===== config.mk =====
export PLATFORM = sky130hd
export DESIGN_NAME = sobel_window_compute
export DESIGN_NICKNAME = d
export VERILOG_FILES = /design/src/rtl/sobel_pkg.sv /design/src/rtl/sobel_kernel.sv /design/src/rtl/sobel_window_compute.sv
export SDC_FILE = /design/constraint.sdc
export NUM_CORES = 1
export LEC_CHECK = 0
export CAP_MARGIN = 10
export CORE_MARGIN = 8
export CORE_UTILIZATION = 56
export CTS_BUF_LIST = sky130_fd_sc_hd__clkbuf_4
export CTS_CLUSTER_DIAMETER = 100
export DETAILED_ROUTE_END_ITERATION = 6
export GPL_TIMING_DRIVEN = 0
export PLACE_DENSITY = 0.84
export SETUP_SLACK_MARGIN = 0.3
export SYNTH_ARGS = -nofsm -noshare
export SYNTH_HDL_FRONTEND = slang
export SYNTH_HIERARCHICAL = 1
export SYNTH_SLANG_ARGS = --single-unit

===== constraint.sdc =====
create_clock -name clk -period 7.27 [get_ports clk]
set_input_delay 0.727 -clock clk [delete_from_list [all_inputs] [get_ports clk]]
set_output_delay 0.727 -clock clk [all_outputs]
set_load 0.005 [all_outputs]

===== src/rtl/sobel_pkg.sv =====
// -----------------------------------------------------------------------------
// sobel_pkg
// Shared types and constants for the Sobel window compute slice.
//   state_t : FSM encoding (IDLE, GRAD, MAG, OUT)
//   win3_t  : 3x3 neighbourhood, [row][col][pixel]; row 2 = top, col 0 = left
//   abs_grad: magnitude of a signed gradient as an unsigned value
// -----------------------------------------------------------------------------
package sobel_pkg;

    localparam int PIX_W  = 8;
    localparam int GRAD_W = 11;
    localparam int MAG_W  = 11;

    typedef enum logic [1:0] {
        ST_IDLE = 2'd0,
        ST_GRAD = 2'd1,
        ST_MAG  = 2'd2,
        ST_OUT  = 2'd3
    } state_t;

    typedef logic [2:0][2:0][PIX_W-1:0] win3_t;

    // Gradients never reach -1024, so the two's-complement negation fits.
    function automatic logic [MAG_W-1:0] abs_grad(input logic signed [GRAD_W-1:0] g);
        logic [MAG_W-1:0] u;
        u = g;
        return g[GRAD_W-1] ? (~u + 11'd1) : u;
    endfunction

endpackage


===== src/rtl/sobel_kernel.sv =====
// -----------------------------------------------------------------------------
// sobel_kernel
// Combinational 3x3 Sobel operator.
//   win_i : 3x3 window, [row][col]; rows 2/1/0 = top/middle/bottom,
//           cols 0/1/2 = left/centre/right
//   gx_o  : signed horizontal gradient, range +/-1020
//   gy_o  : signed vertical gradient,   range +/-1020
// -----------------------------------------------------------------------------
module sobel_kernel
    import sobel_pkg::*;
(
    input  win3_t                     win_i,
    output logic signed [GRAD_W-1:0]  gx_o,
    output logic signed [GRAD_W-1:0]  gy_o
);

    logic [GRAD_W-1:0] gx_pos_s;
    logic [GRAD_W-1:0] gx_neg_s;
    logic [GRAD_W-1:0] gy_pos_s;
    logic [GRAD_W-1:0] gy_neg_s;

    // Weighted column/row sums; each is at most 4*255 so zero-extension is enough.
    always_comb begin
        gx_pos_s = GRAD_W'(win_i[2][2]) + (GRAD_W'(win_i[1][2]) << 1) + GRAD_W'(win_i[0][2]);
        gx_neg_s = GRAD_W'(win_i[2][0]) + (GRAD_W'(win_i[1][0]) << 1) + GRAD_W'(win_i[0][0]);
        gy_pos_s = GRAD_W'(win_i[0][0]) + (GRAD_W'(win_i[0][1]) << 1) + GRAD_W'(win_i[0][2]);
        gy_neg_s = GRAD_W'(win_i[2][0]) + (GRAD_W'(win_i[2][1]) << 1) + GRAD_W'(win_i[2][2]);
    end

    assign gx_o = $signed(gx_pos_s - gx_neg_s);
    assign gy_o = $signed(gy_pos_s - gy_neg_s);

endmodule


===== src/rtl/sobel_window_compute.sv =====
// -----------------------------------------------------------------------------
// sobel_window_compute
// Picks the 3x3 neighbourhood around `column` out of a 3x8 window, runs the
// Sobel kernel and emits one gradient-magnitude pixel per window.
//   clk, n_rst     : clock, asynchronous active-low reset
//   compute_sobel  : window valid strobe (only looked at in IDLE)
//   window_buffer  : [row][col][pixel], row 2 top, col 0 left
//   column         : centre column, neighbours clamped to [0,7]
//   get_matrix     : high while IDLE (ready for a window)
//   pixel_out      : result pixel, held while pixel_valid & !pixel_ready
//   pixel_valid    : result valid until accepted
//   pixel_ready    : downstream accept
//   edge_detected  : sticky, set when the last pixel of a row is accepted,
//                    cleared by the next accepted window
// Build option: define SOBEL_THRESHOLD_EN to binarise against THRESHOLD
// instead of saturating the magnitude to 255.
// -----------------------------------------------------------------------------
module sobel_window_compute
    import sobel_pkg::*;
#(
    parameter int unsigned IMG_WIDTH = 640,
    parameter logic [7:0]  THRESHOLD = 8'd100
) (
    input  logic                  clk,
    input  logic                  n_rst,
    input  logic                  compute_sobel,
    input  logic [2:0][7:0][7:0]  window_buffer,
    input  logic [2:0]            column,
    output logic                  get_matrix,
    output logic [PIX_W-1:0]      pixel_out,
    output logic                  pixel_valid,
    input  logic                  pixel_ready,
    output logic                  edge_detected
);

    localparam int CNT_W = ($clog2(IMG_WIDTH) > 10) ? $clog2(IMG_WIDTH) : 10;

    state_t                    state_q, state_d;
    win3_t                     win_q;
    win3_t                     win_sel_s;
    logic signed [GRAD_W-1:0]  gx_q, gy_q;
    logic signed [GRAD_W-1:0]  gx_s, gy_s;
    logic [MAG_W-1:0]          mag_s;
    logic [PIX_W-1:0]          pix_res_s;
    logic [PIX_W-1:0]          pixel_out_q;
    logic                      pixel_valid_q;
    logic                      edge_q;
    logic [CNT_W-1:0]          col_cnt_q;
    logic [2:0]                lcol_s, rcol_s;
    logic                      start_s, accept_s, row_end_s;

    assign start_s   = (state_q == ST_IDLE) && compute_sobel;
    assign accept_s  = pixel_valid_q && pixel_ready;
    assign row_end_s = accept_s && (col_cnt_q == CNT_W'(IMG_WIDTH - 1));

    // Neighbour columns saturate at the window edges rather than wrapping.
    always_comb begin
        lcol_s = (column == 3'd0) ? 3'd0 : column - 3'd1;
        rcol_s = (column == 3'd7) ? 3'd7 : column + 3'd1;
        for (int r = 0; r < 3; r++) begin
            win_sel_s[r][0] = window_buffer[r][lcol_s];
            win_sel_s[r][1] = window_buffer[r][column];
            win_sel_s[r][2] = window_buffer[r][rcol_s];
        end
    end

    sobel_kernel u_kernel (
        .win_i (win_q),
        .gx_o  (gx_s),
        .gy_o  (gy_s)
    );

    // Magnitude and final pixel mapping.
    always_comb begin
        mag_s = abs_grad(gx_q) + abs_grad(gy_q);
`ifdef SOBEL_THRESHOLD_EN
        pix_res_s = (mag_s >= MAG_W'(THRESHOLD)) ? 8'hFF : 8'h00;
`else
        pix_res_s = (mag_s > MAG_W'(255)) ? 8'hFF : mag_s[PIX_W-1:0];
`endif
    end

`ifndef SOBEL_THRESHOLD_EN
    logic unused_threshold_s;
    assign unused_threshold_s = ^THRESHOLD;
`endif

    // FSM state register.
    always_ff @(posedge clk or negedge n_rst) begin
        if (!n_rst) begin
            state_q <= ST_IDLE;
        end else begin
            state_q <= state_d;
        end
    end

    // FSM next-state decode.
    always_comb begin
        state_d = state_q;
        case (state_q)
            ST_IDLE: begin
                if (compute_sobel) begin
                    state_d = ST_GRAD;
                end else begin
                    state_d = ST_IDLE;
                end
            end
            ST_GRAD: state_d = ST_MAG;
            ST_MAG:  state_d = ST_OUT;
            ST_OUT: begin
                if (pixel_ready) begin
                    state_d = ST_IDLE;
                end else begin
                    state_d = ST_OUT;
                end
            end
            default: state_d = ST_IDLE;
        endcase
    end

    // Datapath pipeline: capture, gradients, output pixel and valid.
    always_ff @(posedge clk or negedge n_rst) begin
        if (!n_rst) begin
            win_q         <= '0;
            gx_q          <= '0;
            gy_q          <= '0;
            pixel_out_q   <= 8'd0;
            pixel_valid_q <= 1'b0;
        end else begin
            case (state_q)
                ST_IDLE: begin
                    if (compute_sobel) begin
                        win_q <= win_sel_s;
                    end
                end
                ST_GRAD: begin
                    gx_q <= gx_s;
                    gy_q <= gy_s;
                end
                ST_MAG: begin
                    pixel_out_q   <= pix_res_s;
                    pixel_valid_q <= 1'b1;
                end
                ST_OUT: begin
                    if (pixel_ready) begin
                        pixel_valid_q <= 1'b0;
                    end
                end
                default: pixel_valid_q <= 1'b0;
            endcase
        end
    end

    // Row position counter and sticky end-of-row flag (set wins over clear).
    always_ff @(posedge clk or negedge n_rst) begin
        if (!n_rst) begin
            col_cnt_q <= {CNT_W{1'b0}};
            edge_q    <= 1'b0;
        end else begin
            if (accept_s) begin
                col_cnt_q <= row_end_s ? {CNT_W{1'b0}} : col_cnt_q + CNT_W'(1);
            end
            if (row_end_s) begin
                edge_q <= 1'b1;
            end else if (start_s) begin
                edge_q <= 1'b0;
            end
        end
    end

    assign get_matrix    = (state_q == ST_IDLE);
    assign pixel_out     = pixel_out_q;
    assign pixel_valid   = pixel_valid_q;
    assign edge_detected = edge_q;

endmodule


# Word level (Yosys, flattened, before mapping)
# Cells that the tools add are included.
[word_totals] reg_bits=108 output_inout_bits=11 elab_cells=81
[classes] addsub=16 magnitude_cmp=4 eq_ne=6 n_mux=29 n_bitwise=2 reduce_logical=9
[ops] operator="8-bit binary-select mux with 3-bit select" count=8
[ops] operator="8-bit two-way mux" count=9
[ops] operator="8-bit by 9-bit adder with 10-bit output" count=4
[ops] operator="11-bit by 8-bit adder with 11-bit output" count=3
[ops] operator="11-bit by 1-bit adder with 11-bit output (second input constant)" count=2
[ops] operator="11-bit two-way mux" count=2
[ops] operator="11-bit inverter" count=2
[ops] operator="11-bit subtractor" count=2
[ops] operator="3-bit by 4-bit less-than comparator with 1-bit output (second input constant)" count=3
[ops] operator="10-bit by 8-bit adder with 11-bit output" count=1
[ops] operator="11-bit adder" count=1
[ops] operator="11-bit by 8-bit > comparator with 1-bit output (second input constant)" count=1
[ops] operator="10-bit by 1-bit adder with 10-bit output (second input constant)" count=1
[ops] operator="10-bit == test (second input constant)" count=1
[ops] operator="10-bit two-way mux" count=1
[ops] operator="2-bit case mux with 4 select lines" count=1
[ops] operator="3-bit two-way mux" count=2
[ops] operator="2-bit == test (second input constant)" count=2
[ops] operator="1-bit two-way mux" count=4
[ops] operator="2-bit AND reduction" count=2
[ops] operator="2-bit nonzero test" count=2
[ops] operator="3-bit by 1-bit adder with 3-bit output (second input constant)" count=1
[ops] operator="3-bit == test (second input constant)" count=1
[ops] operator="1-bit logical AND" count=3
[ops] operator="other kinds (7)" count=7

# Logic depth before layout (Yosys ltp)
# Gate-level depths: netlist (run 1).
[depth] word_depth=6 ltp_mapped=20 ltp_nobuf=20

# By module
# The synthesis (run 1) kept the hierarchy.
[modules_own_cells] mod="sobel_window_compute" instances=1 cells_per_inst=899 area_per_inst_um2=9530.4 seq_area_each_um2=2902.8
[modules_own_cells] mod="sobel_kernel" instances=1 cells_per_inst=259 area_per_inst_um2=2452.4 seq_area_each_um2=0.0

# Least setup slack after synthesis (run 1)
# Ideal clock, no wire load.
[synth_path] path_type="flip-flop to flip-flop" from="reg win_q[49] (netlist name)" to="reg gx_q[10]" setup_ns=0.125 arrival_ns=4.416 slack_ns=2.729 path_stages_with_launch=20 n_path_buf=0 period_less_slack_ns=4.541 path_cell_list="dfrtp_1 -> ha_1 -> inv_1 -> fa_1 -> nor2b_1 -> o21ai_0 -> nand2b_1 -> xnor2_1 -> fa_1 -> fa_1 -> inv_1 -> fa_1 -> inv_1 -> ha_1 -> and3_4 -> a2111oi_4 -> o21ai_1 -> a21oi_1 -> xnor2_1 -> mux2_2"
[synth_via] elab_chain_cells=3
[synth_lines] item="from (decl)" line_no="sobel_window_compute.sv:39" text="win3_t win_q;"
[synth_lines] item="from (signal assigned)" line_no="sobel_window_compute.sv:133" text="win_q <= win_sel_s;"
[synth_lines] item="8-bit by 9-bit adder with 10-bit output" line_no="sobel_kernel.sv:25" text="gx_neg_s = GRAD_W'(win_i[2][0]) + (GRAD_W'(win_i[1][0]) << 1) + GRAD_W'(win_i[0][0]);"
[synth_lines] item="11-bit by 8-bit adder with 11-bit output" line_no="sobel_kernel.sv:25"
[synth_lines] item="11-bit subtractor" line_no="sobel_kernel.sv:30" text="assign gx_o = $signed(gx_pos_s - gx_neg_s);"
[synth_lines] item="via gx_s[10]" line_no="sobel_window_compute.sv:42" text="logic signed [GRAD_W-1:0] gx_s, gy_s;"
[synth_lines] item="to (signal assigned)" line_no="sobel_window_compute.sv:137" text="gx_q <= gx_s;"
[synth_lines] item="to (decl)" line_no="sobel_window_compute.sv:41" text="logic signed [GRAD_W-1:0] gx_q, gy_q;"
# The timed path passes the listed nets, and every way through them passes these cells.
# A chain may end at the register's enable or synchronous reset.

# Final worst setup path (run 1)
# Ends and elaborated chain as after synthesis.

==> flow_metrics.env, run 1 <==
export IMPL_grt_max_degree=58
export IMPL_worstPathRequired_ns=7.67
export IMPL_vias=10400
export IMPL_period_needed_ns=5.10
export IMPL_placed_area_um2=13700
export IMPL_grt_pass1_wl_mm=61.9
export IMPL_setup_viol=0
export IMPL_period_share_pct=70.2
export IMPL_io_pins=210
export IMPL_dieArea_um2=24900
export IMPL_drc=0
export IMPL_antenna_found_initial=2
export IMPL_netlist_instances=1102
export IMPL_worst_slew_pin_slew_ns=0.992
export IMPL_worstPathMaxFanout=6
export IMPL_clk_latency_ns=0.49
export IMPL_core_area_um2=20000
export IMPL_fin_worst_skew_ns=0.0160
export IMPL_ant_nets=0
export IMPL_ctsHoldBuffers=0
export IMPL_ctsLongestPathBuffers=2
export IMPL_cts_max_level=3
export IMPL_routedWlPerCell_um=24.9
export IMPL_syn_cell_area_um2=11300
export IMPL_cp_end_kind="flop"
export IMPL_grt_use_total_pct=32.9
export IMPL_preCtsSetupSlack_ns=2.21
export IMPL_final_layout_size_suffix_gt1_share_pct=13.6
export IMPL_cts_made_buffers=9
export IMPL_ys_warn_count=6
export IMPL_slew_violations=0
export IMPL_grt_setup_unrepaired="no"
export IMPL_cts_sinks=108
export IMPL_cts_repair_resized=0
export IMPL_rows=52
export IMPL_max_freq_mhz=196
export IMPL_die_x_um=158
export IMPL_grt_pass1_vias=10900
export IMPL_setup_tns_ns=0
export IMPL_gp_congestion=1.02
export IMPL_drt_iter0_markers=1105
export IMPL_routed_wirelength_mm=39.8
export IMPL_slew_headroom_pct=33.8
export IMPL_post_cts_buffers=0
export IMPL_reg2reg_depth=19
export IMPL_setup_slack_ns=2.17
export IMPL_worstPathArrival_ns=5.50
export IMPL_crit_type="reg2reg"
export IMPL_dp_hpwl_mm=34.0
export IMPL_min_path_type="in2async"
export IMPL_syn_area_per_cell_um2=10.2
export IMPL_syn_nets=1409
export IMPL_final_area_um2=13900
export IMPL_start_kind="flop"
export IMPL_root_buffer="clkbuf_4"
export IMPL_final_net_count=1630
export IMPL_fp_dieH_um=158
export IMPL_io_buffers=209
export IMPL_dr_pass1_iters=7
export IMPL_viasPerCell=6.51
export IMPL_start_util_pct=56.5
export IMPL_outcome="finished clean"
export IMPL_path_clk_slew_ns=0.17
export IMPL_grt_ovfl_total=0
export IMPL_drv_cap=0
export IMPL_n_fill_cell=1534
export IMPL_syn_to_final_growth_pct=23.2
export IMPL_hold_violations=0
export IMPL_cts_tree="yes"
-- worst paths after layout --
check | start | endpoint | slack [ns]
min reg2reg | col_cnt_q[6]$_DFFE_PN0P_ | col_cnt_q[6]$_DFFE_PN0P_ | 0.49
max | win_q[49]$_DFFE_PN0P_ | gx_q[10]$_DFFE_PN0N_ | 2.17
min | n_rst | gx_q[2]$_DFFE_PN0N_ | 0.24
max in group asynchronous | n_rst | win_q[2]$_DFFE_PN0P_ | 6.33
max reg2reg | win_q[49]$_DFFE_PN0P_ | gx_q[10]$_DFFE_PN0N_ | 2.17
min in group clk | col_cnt_q[6]$_DFFE_PN0P_ | col_cnt_q[6]$_DFFE_PN0P_ | 0.49
-- per-stage QoR --
stage | cells | hold WS [ns] | utilization, %
after floorplan | 1102 | 0.431 | -
after global placement | 1581 | 0.454 | 68.6
after detailed placement | 1582 | 0.471 | 68.8
after CTS | 1598 | 0.259 | 69.6
after global routing | 1600 | 0.282 | 69.6
final | 1600 | 0.241 | 69.6
-- worst max-delay path: stages, from the launching register on --
cell and delay, ns:
dfrtp_1 0.45, ha_1 0.23, inv_1 0.07, fa_1 0.42, nor2b_1 0.12, o21ai_0 0.09
nand2b_1 0.17, xnor2_1 0.17, fa_1 0.48, fa_1 0.55, inv_1 0.06, fa_1 0.50
inv_1 0.04, ha_1 0.36, and3_1 0.23, a2111oi_4 0.40, o21ai_1 0.13, a21oi_1 0.19
xnor2_1 0.08, mux2_2 0.28
-- final cells by class --
type,instances,area (um2),area share [%]
Sequential cell,108,2700,19.4
Tap cell,270,338,2.43
Buffer,78,320,2.30
Timing Repair Buffer,210,2120,15.2
Clock inverter,7,93.8,0.675
Inverter,90,338,2.43
Antenna cell,2,5.00,0.0360
Multi-Input combinational cell,826,7920,57.0
Clock buffer,9,67.6,0.486
-- routing by layer --
layer	part of all wire, %	vias up	GRT usage [%]	wire length [um]
met5	0	-	0	0
met4	5.2	0	16.0	2090
met3	11	140	7.56	4360
met2	47	793	54.1	18800
met1	36	4985	40.5	14500
li1	-	4493	-	-
-- registers in the layout, summed over array words and instances, names as in the netlist --
signal and count:
gx_q 11, pixel_out 8, gy_q 11, win_q 64, edge_detected 1, state_q 2, col_cnt_q 10, pixel_valid 1
-- layout by cell type, fill, tap and decap left out, drive strengths merged, types with 3 or more instances in the layout --
cell type,instances
o21ai,30
xnor2,41
nand4,4
or4,4
o21a,5
clkbuf,57
o41ai,4
mux4,104
a21oi,41
nand2b,6
o31ai,5
mux2i,26
ha,52
inv,93
dfrtp,108
o21bai,4
nor3,17
nor2,99
nor2b,5
a31oi,62
buf,32
and2,3
nand3,11
fa,56
xor2,12
nand2,113
and3,6
mux2,30
o221ai,14
o211ai,26
a21o,10
clkdlybuf4s50,208
o22ai,14
a211oi,3
Power of run 1 is not shown: default switching activity piles up to over one toggle a cycle in this logic, so the estimate is an artifact.
==> inputs of run 2 (changes only) <==
--- a/config.mk
+++ b/config.mk
@@ -7,12 +7,12 @@
 export LEC_CHECK = 0
 export CAP_MARGIN = 10
 export CORE_MARGIN = 8
-export CORE_UTILIZATION = 56
+export CORE_UTILIZATION = 51
 export CTS_BUF_LIST = sky130_fd_sc_hd__clkbuf_4
 export CTS_CLUSTER_DIAMETER = 100
 export DETAILED_ROUTE_END_ITERATION = 6
 export GPL_TIMING_DRIVEN = 0
-export PLACE_DENSITY = 0.84
+export PLACE_DENSITY = 0.81
 export SETUP_SLACK_MARGIN = 0.3
 export SYNTH_ARGS = -nofsm -noshare
 export SYNTH_HDL_FRONTEND = slang
==> constraint.sdc (replaced) <==
create_clock -name clk -period 4.5 [get_ports clk]
set_input_delay 0.45 -clock clk [delete_from_list [all_inputs] [get_ports clk]]
set_output_delay 0.45 -clock clk [all_outputs]
set_load 0.005 [all_outputs]
==> run 2 against run 1 <==
Effect of this change: the flow now finishes with violations (setup timing); die area rose by 8.8%; wire length up 4.6%; critical path depth unchanged; sequential cell count unchanged; global-route usage decreased by 1.9 points; largest cell class unchanged; cell count is 1.5% higher; register-to-register slack worse by 2.4 ns; non-clock buffer count increased by 14; setup slack got worse by 2.4 ns; core utilization shrank 4.5 points; sequential share of layout area shrank 0.37 points; first-iteration DRC count increased by 11%.
==> flow_metrics.env, run 2 (synthesized netlist as in run 1, its figures left out) <==
export IMPL_outcome="finished, violations left"
export IMPL_violations="setup timing"
export IMPL_start_kind="flop"
export IMPL_cts_max_level=3
export IMPL_slew_headroom_pct=32.8
export IMPL_vias=10500
export IMPL_path_clk_slew_ns=0.20
export IMPL_clk_latency_ns=0.52
export IMPL_io_buffers=209
export IMPL_gp_congestion=1.01
export IMPL_preCtsSetupSlack_ns=-0.247
export IMPL_crit_chain="ha_1 > nor2b_1 > o21ai_1 > nand2b_1 > buf_4 > a221oi_2 > xor2_1 > fa_1 > fa_1 > inv_1 > fa_1 > inv_1 > ha_4 > a21o_1 > a21oi_1 > o21ai_1 > a21oi_1 > xnor2_1 > mux2_4"
export IMPL_setup_slack_ns=-0.233
export IMPL_syn_to_final_growth_pct=25.6
export IMPL_setup_viol=5
export IMPL_crit_type="reg2reg"
export IMPL_drv_cap=0
export IMPL_ctsLongestPathBuffers=2
export IMPL_multiInputGateArea_um2=8070
export IMPL_cts_made_buffers=9
export IMPL_seq_area_um2=2700
export IMPL_min_path_type="in2async"
export IMPL_period_needed_ns=4.73
export IMPL_drc=0
export IMPL_antenna_found_initial=2
export IMPL_worst_slew_pin_slew_ns=1.01
export IMPL_period_share_pct=105
export IMPL_reg2reg_depth=19
export IMPL_cts_tree="yes"
export IMPL_core_area_um2=21800
export IMPL_reg_largest_list="win_q (64), gx_q (11), gy_q (11)"
export IMPL_ant_nets=0
export IMPL_rows=54
export IMPL_hold_violations=0
export IMPL_dieArea_um2=27100
export IMPL_grt_ovfl_total=0
export IMPL_worstPathMaxFanout=4
export IMPL_max_freq_mhz=211
export IMPL_routedWlPerCell_um=25.6
export IMPL_rr_endpoint="gx_q[10]$_DFFE_PN0N_"
export IMPL_regMostFlops="win_q"
export IMPL_routed_wirelength_mm=41.6
export IMPL_critPathSlowestCell="fa_1"
export IMPL_reg2reg_from="win_q[26]$_DFFE_PN0P_"
export IMPL_fin_worst_skew_ns=0.0360
export IMPL_worstPathArrival_ns=5.14
export IMPL_grt_pass1_wl_mm=63.4
export IMPL_fp_dieH_um=165
export IMPL_cpPeakStageDelay_ns=0.54
export IMPL_grt_use_total_pct=31.0
export IMPL_die_x_um=165
export IMPL_rrSetupSlack_ns=-0.23
export IMPL_dr_pass1_iters=6
export IMPL_viasPerCell=6.47
export IMPL_n_fill_cell=1748
export IMPL_io_pins=210
export IMPL_grt_setup_unrepaired="yes"
export IMPL_worst_path_most_repeated_cell="fa_1"
export IMPL_drt_iter0_markers=1229
export IMPL_cts_sinks=108
export IMPL_largest_reg_flops=64
export IMPL_root_buffer="clkbuf_4"
export IMPL_slew_violations=0
export IMPL_layout_commonest_cell="clkdlybuf4s50_1"
export IMPL_final_net_count=1644
export IMPL_mostFrequentLayoutCells="clkdlybuf4s50_1, nand2_1, dfrtp_1"
export IMPL_worstPathRequired_ns=4.91
export IMPL_dp_hpwl_mm=34.7
export IMPL_start_util_pct=51.9
export IMPL_cp_end_kind="flop"
export IMPL_grt_max_degree=61
export IMPL_final_layout_size_suffix_gt1_share_pct=16.1
export IMPL_grt_pass1_vias=10900
export IMPL_hold_slack_ns=0.480
run 2: changes by cell type in the layout (fill, tap and decap cells not counted), sizes merged:
cell / previous run / this run
dlygate4sd3: 0 / 1
clkinvlp: 1 / 0
bufinv: 1 / 0
inv: 93 / 94
clkbuf: 57 / 60
buf: 32 / 42
clkinv: 2 / 3
run 2: area by class of cell:
type / count / share of cell area, %
clock inverters: 7 / 0.591
plain buffers: 78 / 2.30
repair buffers: 224 / 15.8
diodes: 2 / 0.0353
flip-flops and latches: 108 / 19.1
well taps: 280 / 2.47
multi-input cells: 826 / 56.9
clock buffers: 9 / 0.477
inverters: 90 / 2.38
run 2: critical path, delay by kind of cell, from the launching register on:
kind,cells,cell delay [ns]
buf+inv,3,0.31
fa+ha+maj,5,2.12
compound gates,6,0.94
xor+xnor,2,0.31
simple gates,2,0.30
flops,1,0.43
mux,1,0.26
run 2: per-layer routing:
| metal | share of wire, % | up-vias | global-route usage, % |
|---|---|---|---|
| li1 | - | 4517 | - |
| met1 | 36 | 5049 | 37.4 |
| met2 | 47 | 776 | 50.5 |
| met3 | 11 | 166 | 7.78 |
| met4 | 6.1 | 0 | 16.4 |
| met5 | 0 | - | 0 |
run 2: per-stage QoR:
| step | std cells | TNS [ns] | area [um2] | utilization, % |
|---|---|---|---|---|
| 2_1_floorplan | 1102 | 0 | 11300 | - |
| 3_3_place_gp | 1591 | -109.71 | 13800 | 63.3 |
| 3_5_place_dp | 1592 | -1.06 | 13800 | 63.4 |
| 4_1_cts | 1615 | -0.297 | 14100 | 64.6 |
| 5_1_grt | 1624 | -1.40 | 14200 | 65.2 |
| 6_report | 1624 | -0.626 | 14200 | 65.2 |
run 2: repair_timing:
action                                 in CTS  in global routing
pin swaps                                  11                 15
hold buffers                                1                  0
buffers inserted                            6                  7
endpoints found under the hold margin      48                  0
gates resized for setup                     9                 18
setup endpoints to repair                   5                 16
run 2: how the worst max path moves through the flow:
| stage | from | endpoint | slack (ns) | cells past startpoint |
|---|---|---|---|---|
| after floorplan | win_q[49]$_DFFE_PN0P_ | gx_q[8]$_DFFE_PN0N_ | 0.13 | 19 |
| after global placement | n_rst | win_q[71]$_DFFE_PN0P_ | -1.02 | 1 |
| after detailed placement | win_q[49]$_DFFE_PN0P_ | gx_q[10]$_DFFE_PN0N_ | -0.25 | 19 |
| after CTS | win_q[24]$_DFFE_PN0P_ | gx_q[10]$_DFFE_PN0N_ | -0.15 | 19 |
| after global routing | win_q[24]$_DFFE_PN0P_ | gx_q[8]$_DFFE_PN0N_ | -0.35 | 19 |
| final | win_q[26]$_DFFE_PN0P_ | gx_q[10]$_DFFE_PN0N_ | -0.23 | 19 |
Power of run 2 is left out for the same reason.
==> inputs of run 3 (changes only) <==
--- a/config.mk
+++ b/config.mk
@@ -12,6 +12,7 @@
 export CTS_CLUSTER_DIAMETER = 100
 export DETAILED_ROUTE_END_ITERATION = 6
 export GPL_TIMING_DRIVEN = 0
+export HOLD_SLACK_MARGIN = 0.1
 export PLACE_DENSITY = 0.81
 export SETUP_SLACK_MARGIN = 0.3
 export SYNTH_ARGS = -nofsm -noshare
==> results of run 3 <==
The final DEF is identical to that of run 2; final timing and power are the same.
Power of run 3 is left out for the same reason.
